## src/rtl/decoder_scan_if.sv

```systemverilog
// decoder_scan_if: control and one-hot output bundle between a decoder_scan and its driver
interface decoder_scan_if #(
    parameter int SEL_W = 2
);
    localparam int OUT_W = 2 ** SEL_W;
    logic             en;
    logic             mode;
    logic             in_valid;
    logic [SEL_W-1:0] sel;
    logic             start;
    logic [OUT_W-1:0] y;
    logic [SEL_W-1:0] idx;
    logic             busy;
    logic             done;
    modport master (output en, mode, in_valid, sel, start, input y, idx, busy, done);
    modport slave  (input en, mode, in_valid, sel, start, output y, idx, busy, done);
endinterface

```

## src/rtl/decoder_scan.sv

```systemverilog
// decoder_scan: registered binary-to-one-hot decoder with an autonomous dwell-timed line scan
module decoder_scan #(
    parameter int SEL_W = 2,
    parameter int DWELL = 4
) (
    input  logic          clk,
    input  logic          rst,
    decoder_scan_if.slave bus
);
    localparam int OUT_W = 2 ** SEL_W;
    localparam int CNT_W = DWELL > 1 ? $clog2(DWELL) : 1;
    localparam logic [CNT_W-1:0] CNT_MAX = CNT_W'(DWELL - 1);
    localparam logic [SEL_W-1:0] IDX_MAX = SEL_W'(OUT_W - 1);

    typedef enum logic {IDLE, SCAN} state_t;

    state_t           state, state_n;
    logic [OUT_W-1:0] y, y_n;
    logic [SEL_W-1:0] idx, idx_n;
    logic [CNT_W-1:0] cnt, cnt_n;
    logic             busy, busy_n;
    logic             done, done_n;

    assign bus.y    = y;
    assign bus.idx  = idx;
    assign bus.busy = busy;
    assign bus.done = done;

    // state and output registers; every output comes straight from a flop
    always_ff @(posedge clk or posedge rst) begin
        if (rst) begin
            state <= IDLE;
            y     <= '0;
            idx   <= '0;
            cnt   <= '0;
            busy  <= 1'b0;
            done  <= 1'b0;
        end else begin
            state <= state_n;
            y     <= y_n;
            idx   <= idx_n;
            cnt   <= cnt_n;
            busy  <= busy_n;
            done  <= done_n;
        end
    end

    // next state: enable abort first, then direct decode / scan launch in IDLE, dwell stepping in SCAN
    always_comb begin
        state_n = state;
        y_n     = y;
        idx_n   = idx;
        cnt_n   = cnt;
        busy_n  = busy;
        done_n  = 1'b0;
        if (!bus.en) begin
            state_n = IDLE;
            y_n     = '0;
            cnt_n   = '0;
            busy_n  = 1'b0;
        end else if (state == IDLE) begin
            if (bus.mode && bus.start) begin
                state_n = SCAN;
                y_n     = OUT_W'(1);
                idx_n   = '0;
                cnt_n   = '0;
                busy_n  = 1'b1;
            end else if (!bus.mode && bus.in_valid) begin
                y_n   = OUT_W'(1) << bus.sel;
                idx_n = bus.sel;
            end
        end else if (cnt != CNT_MAX) begin
            cnt_n = cnt + CNT_W'(1);
        end else if (idx != IDX_MAX) begin
            cnt_n = '0;
            idx_n = idx + SEL_W'(1);
            y_n   = y << 1;
        end else begin
            state_n = IDLE;
            y_n     = '0;
            cnt_n   = '0;
            busy_n  = 1'b0;
            done_n  = 1'b1;
        end
    end
endmodule

```

## src/flat_wrapper.sv

```systemverilog
// flat-port wrapper written by rule: the top's interface ports become plain ports
module decoder_scan_flat 
#(
    parameter int SEL_W = 2,
    parameter int DWELL = 4
)
  (clk, rst, bus_en, bus_mode, bus_in_valid, bus_sel, bus_start, bus_y, bus_idx, bus_busy, bus_done);
  decoder_scan_if #(.SEL_W(SEL_W)) bus_i ();
  input  logic clk;
  input  logic rst;
  input wire logic [$bits(bus_i.en)-1:0] bus_en;
  input wire logic [$bits(bus_i.mode)-1:0] bus_mode;
  input wire logic [$bits(bus_i.in_valid)-1:0] bus_in_valid;
  input wire logic [$bits(bus_i.sel)-1:0] bus_sel;
  input wire logic [$bits(bus_i.start)-1:0] bus_start;
  output wire logic [$bits(bus_i.y)-1:0] bus_y;
  output wire logic [$bits(bus_i.idx)-1:0] bus_idx;
  output wire logic [$bits(bus_i.busy)-1:0] bus_busy;
  output wire logic [$bits(bus_i.done)-1:0] bus_done;
  assign bus_i.en = bus_en;
  assign bus_i.mode = bus_mode;
  assign bus_i.in_valid = bus_in_valid;
  assign bus_i.sel = bus_sel;
  assign bus_i.start = bus_start;
  assign bus_y = bus_i.y;
  assign bus_idx = bus_i.idx;
  assign bus_busy = bus_i.busy;
  assign bus_done = bus_i.done;
  decoder_scan #(.SEL_W(SEL_W), .DWELL(DWELL)) u_core (.clk(clk), .rst(rst), .bus(bus_i));
endmodule
```

## config.mk

```make
export PLATFORM = sky130hd
export DESIGN_NAME = decoder_scan_flat
export DESIGN_NICKNAME = d
export VERILOG_FILES = /design/src/rtl/decoder_scan_if.sv /design/src/rtl/decoder_scan.sv /design/src/flat_wrapper.sv
export SDC_FILE = /design/constraint.sdc
export NUM_CORES = 1
export LEC_CHECK = 0
export ABC_CLOCK_PERIOD_IN_PS = 1500
export CORE_UTILIZATION = 30
export DETAILED_ROUTE_END_ITERATION = 12
export GPL_TIMING_DRIVEN = 0
export PLACE_DENSITY = 0.53
export SYNTH_ARGS = -nofsm -noshare
export SYNTH_HDL_FRONTEND = slang
export SYNTH_SLANG_ARGS = --single-unit
```

## constraint.sdc

```tcl
create_clock -name clk -period 1.5 [get_ports clk]
set_input_delay 0.3 -clock clk [delete_from_list [all_inputs] [get_ports clk]]
set_output_delay 0.3 -clock clk [all_outputs]
set_load 0.005 [all_outputs]
```

==> results.py <==
metrics = {
    "yosys": {
        "synth_fa_ha_area_frac": 0.0383,
        "synth-compound-area-share": 0.247,
        "synth_area_um2": 653,
        "synth.area.mux_share": 0.0690,
        "yosysUniqueCellTypes": 29,
        "postSynthNetCount": 71,
        "syn_inst": 61,
        "synth_area_per_cell_um2": 10.7,
        "synth_seq_cells": 11,
        "synth_enable_flop_cells": 0,
        "yosysWarnings": 0,
        "ys.flop_type": "dfrtp_1",
        "async_reset_ff_frac": 1.00,
        "yosys.area_share.xor_xnor": 0,
        "seq_area_frac_synth": 0.421,
        "synthSimpleGateAreaFrac": 0.161,
        "synth_top_family_by_area": "compound AO/OA/AOI/OAI gates",
    },
    "die": {
        "initial_core_util": 0.326,
        "rows": 16,
        "die_y_um": 48.7,
        "io_pins": 16,
        "die_area_um2": 2370,
        "core_area_um2": 2000,
        "die_w_um": 48.7,
    },
    "clock_tree": {
        "cts_root_buffer": "clkbuf_4",
        "cts_tree": "done",
        "clkLatencyLatePin_ns": 0.27,
        "cts_buffers": 3,
        "clockBufferDepth": 2,
        "htreeDepth": 1,
        "cts.reportedPaths.clkPinSlew_ns": 0.08,
        "clkSinkCount": 11,
    },
    "timing": {
        "hold_violations": 0,
        "setup_violations": 0,
        "fin_crit_sh": 0.968,
        "whs_ns": 0.320,
        "report.final.slew_viol_count": 0,
        "setup_ws_ns": 0.0486,
        "fin_skew_ns": 0.00891,
        "worst_slew_pin_slew_ns": 0.434,
        "post-route-min-period_ns": 1.45,
        "slew-limit-headroom": 0.710,
        "fmax_mhz": 689,
    },
    "place": {
        "pre_cts_ws_ns": -0.337,
        "place.gp.congestion": 0.692,
        "hpwl_mm": 1.06,
        "port_buffers": 15,
    },
    "layout": {
        "layout-drive-gt1-share": 0.250,
        "syn_to_final_growth_pct": 44.3,
        "antenna_cells": 0,
        "layout.nets": 95,
        "final_cell_mix": "11 x clkdlybuf4s50_1, 11 x dfrtp_1, 6 x inv_1, 5 x buf_4",
    },
    "setup_path": {
        "timing.rr.start": "u_core.cnt[0]$_DFFE_PP0P_",
        "crit_family": "flip-flops",
        "r2r_cells": 4,
        "path_class": "flop to flop",
        "crit_fanout": 5,
        "critPathMaxStageDelay_ns": 0.41,
        "cp-startpoint": "u_core.cnt[0]$_DFFE_PP0P_",
        "critical_path_required_ns": 1.65,
        "r2r_slack_ns": 0.05,
        "cp-end-kind": "flop",
        "path_buf_inv": 0,
        "path_cells": "ha_4 -> and3b_1 -> a31oi_4 -> mux2_2",
        "start_kind": "flop",
        "crit_slowest_cell": "dfrtp_1",
        "r2r-end": "u_core.bus.y[1]$_DFFE_PP0P_",
        "arrival_ns": 1.60,
    },
    "power_and_ir_drop": {
        "max-vdd-ir-drop_uv": 396,
        "powerDensity_nw_per_um2": 824,
        "p_leak_uw": 0.000439,
        "total_power_uw": 776,
    },
    "route": {
        "wl_per_cell_um": 13.7,
        "vias": 560,
        "viasPerCell": 5.05,
        "drt_iter0_drc": 9,
        "ant_nets": 0,
        "drc": 0,
        "routed_wl_mm": 1.53,
        "firstDrtPassIters": 4,
    },
    "grt": {
        "grt_antenna_before_repair": 0,
        "grt_usage": 0.143,
        "grt_max_degree": 12,
        "grt_pass1_vias": 535,
        "overflow": 0,
        "grt_pass1_wl_mm": 2.60,
    },
    "worst_hold_path": {
        "min_path_type": "input port to asynchronous set/reset pin",
    },
    "run_status": {
        "status": "complete, no violations",
    },
    "run": {
        "drv_cap": 0,
    },
}
-- through the flow --
stage | TNS, ns | util | instances | area (µm²)
final | 0 | 0.471 | 111 | 942
after detailed placement | -1.66 | 0.418 | 103 | 837
after global routing | -0.00291 | 0.471 | 111 | 942
after global placement | -1.72 | 0.418 | 103 | 837
after floorplan | 0 | - | 61 | 653
after CTS | 0 | 0.442 | 108 | 885
-- area by class of cell --
class | count | area (µm²)
buffer | 2 | 18.8
clock buffer | 4 | 26.3
fill | 198 | 1060
inverter | 6 | 22.5
multi-input combinational | 42 | 375
sequential | 11 | 275
tap | 27 | 33.8
timing repair buffer | 19 | 190
-- worst max-delay path by stage --
stage,slack [ns],cells after the start,endpoint
final,0.05,4,u_core.bus.y[1]$_DFFE_PP0P_
after global routing,-0.003,1,bus_y[0]
after CTS,0.0001,4,u_core.bus.idx[0]$_DFFE_PP0P_
after detailed placement,-0.34,4,u_core.bus.y[1]$_DFFE_PP0P_
after global placement,-0.36,4,u_core.bus.y[3]$_DFFE_PP0P_
after floorplan,0.07,4,u_core.bus.idx[0]$_DFFE_PP0P_
-- metal layers --
metal	part of all wire	vias up	GRT usage	wire, µm
li1	-	272	-	-
met1	0.52	274	0.206	798
met2	0.43	12	0.194	659
met3	0.035	2	0.0283	54
met4	0.0085	0	0.0833	13
met5	0	-	0	0
-- synth_stat cells (2+ instances only) --
library cell / count / area (µm²)
inv_1: 6 / 22.5
a22oi_1: 2 / 15.0
a32o_1: 2 / 20.0
o2bb2ai_1: 2 / 17.5
nand2_1: 4 / 15.0
nor2b_1: 3 / 18.8
dfrtp_1: 11 / 275
nor2_1: 2 / 7.51
nand3_1: 2 / 10.0
ha_1: 2 / 25.0
mux2_2: 4 / 45.0
and3b_1: 2 / 17.5
a21boi_0: 2 / 15.0
nand2b_1: 2 / 12.5
-- worst reg2reg max path: cells and delay by family, from the launching register on --
family	cells	cell delay [ns]
compound gates	1	0.18
fa+ha+maj	1	0.18
flops	1	0.41
simple gates	1	0.20
mux	1	0.36
-- cell families (layout without fill, tap and decap cells) --
kind of cell | Yosys count | after routing
buffers and inverters | 8 | 31
and+or+nand+nor | 18 | 18
adders and majority gates | 2 | 2
DFF | 11 | 11
muxes | 4 | 4
AOI/OAI and AO/OA | 18 | 18
-- state kept, by name (all words and copies together) (netlist names) --
name	count
u_core.bus.idx	2
u_core.bus.done	1
u_core.cnt	2
u_core.bus.busy	1
u_core.state	1
u_core.bus.y	4
-- what timing repair did --
item / 4_1_cts / 5_1_grt
hold buffers: 0 / 0
buffers inserted: 1 / 3
endpoints found under the setup margin: 5 / 8
gates resized for setup: 3 / 8
-- power breakdown --
group / switching [µW] / leakage, µW / internal, µW / total, µW
combinational: 95.1 / 0.000279 / 131 / 226
clock: 101 / 0.0000150 / 103 / 204
sequential: 22.6 / 0.000146 / 324 / 346
(Power assumes the default switching activity.)
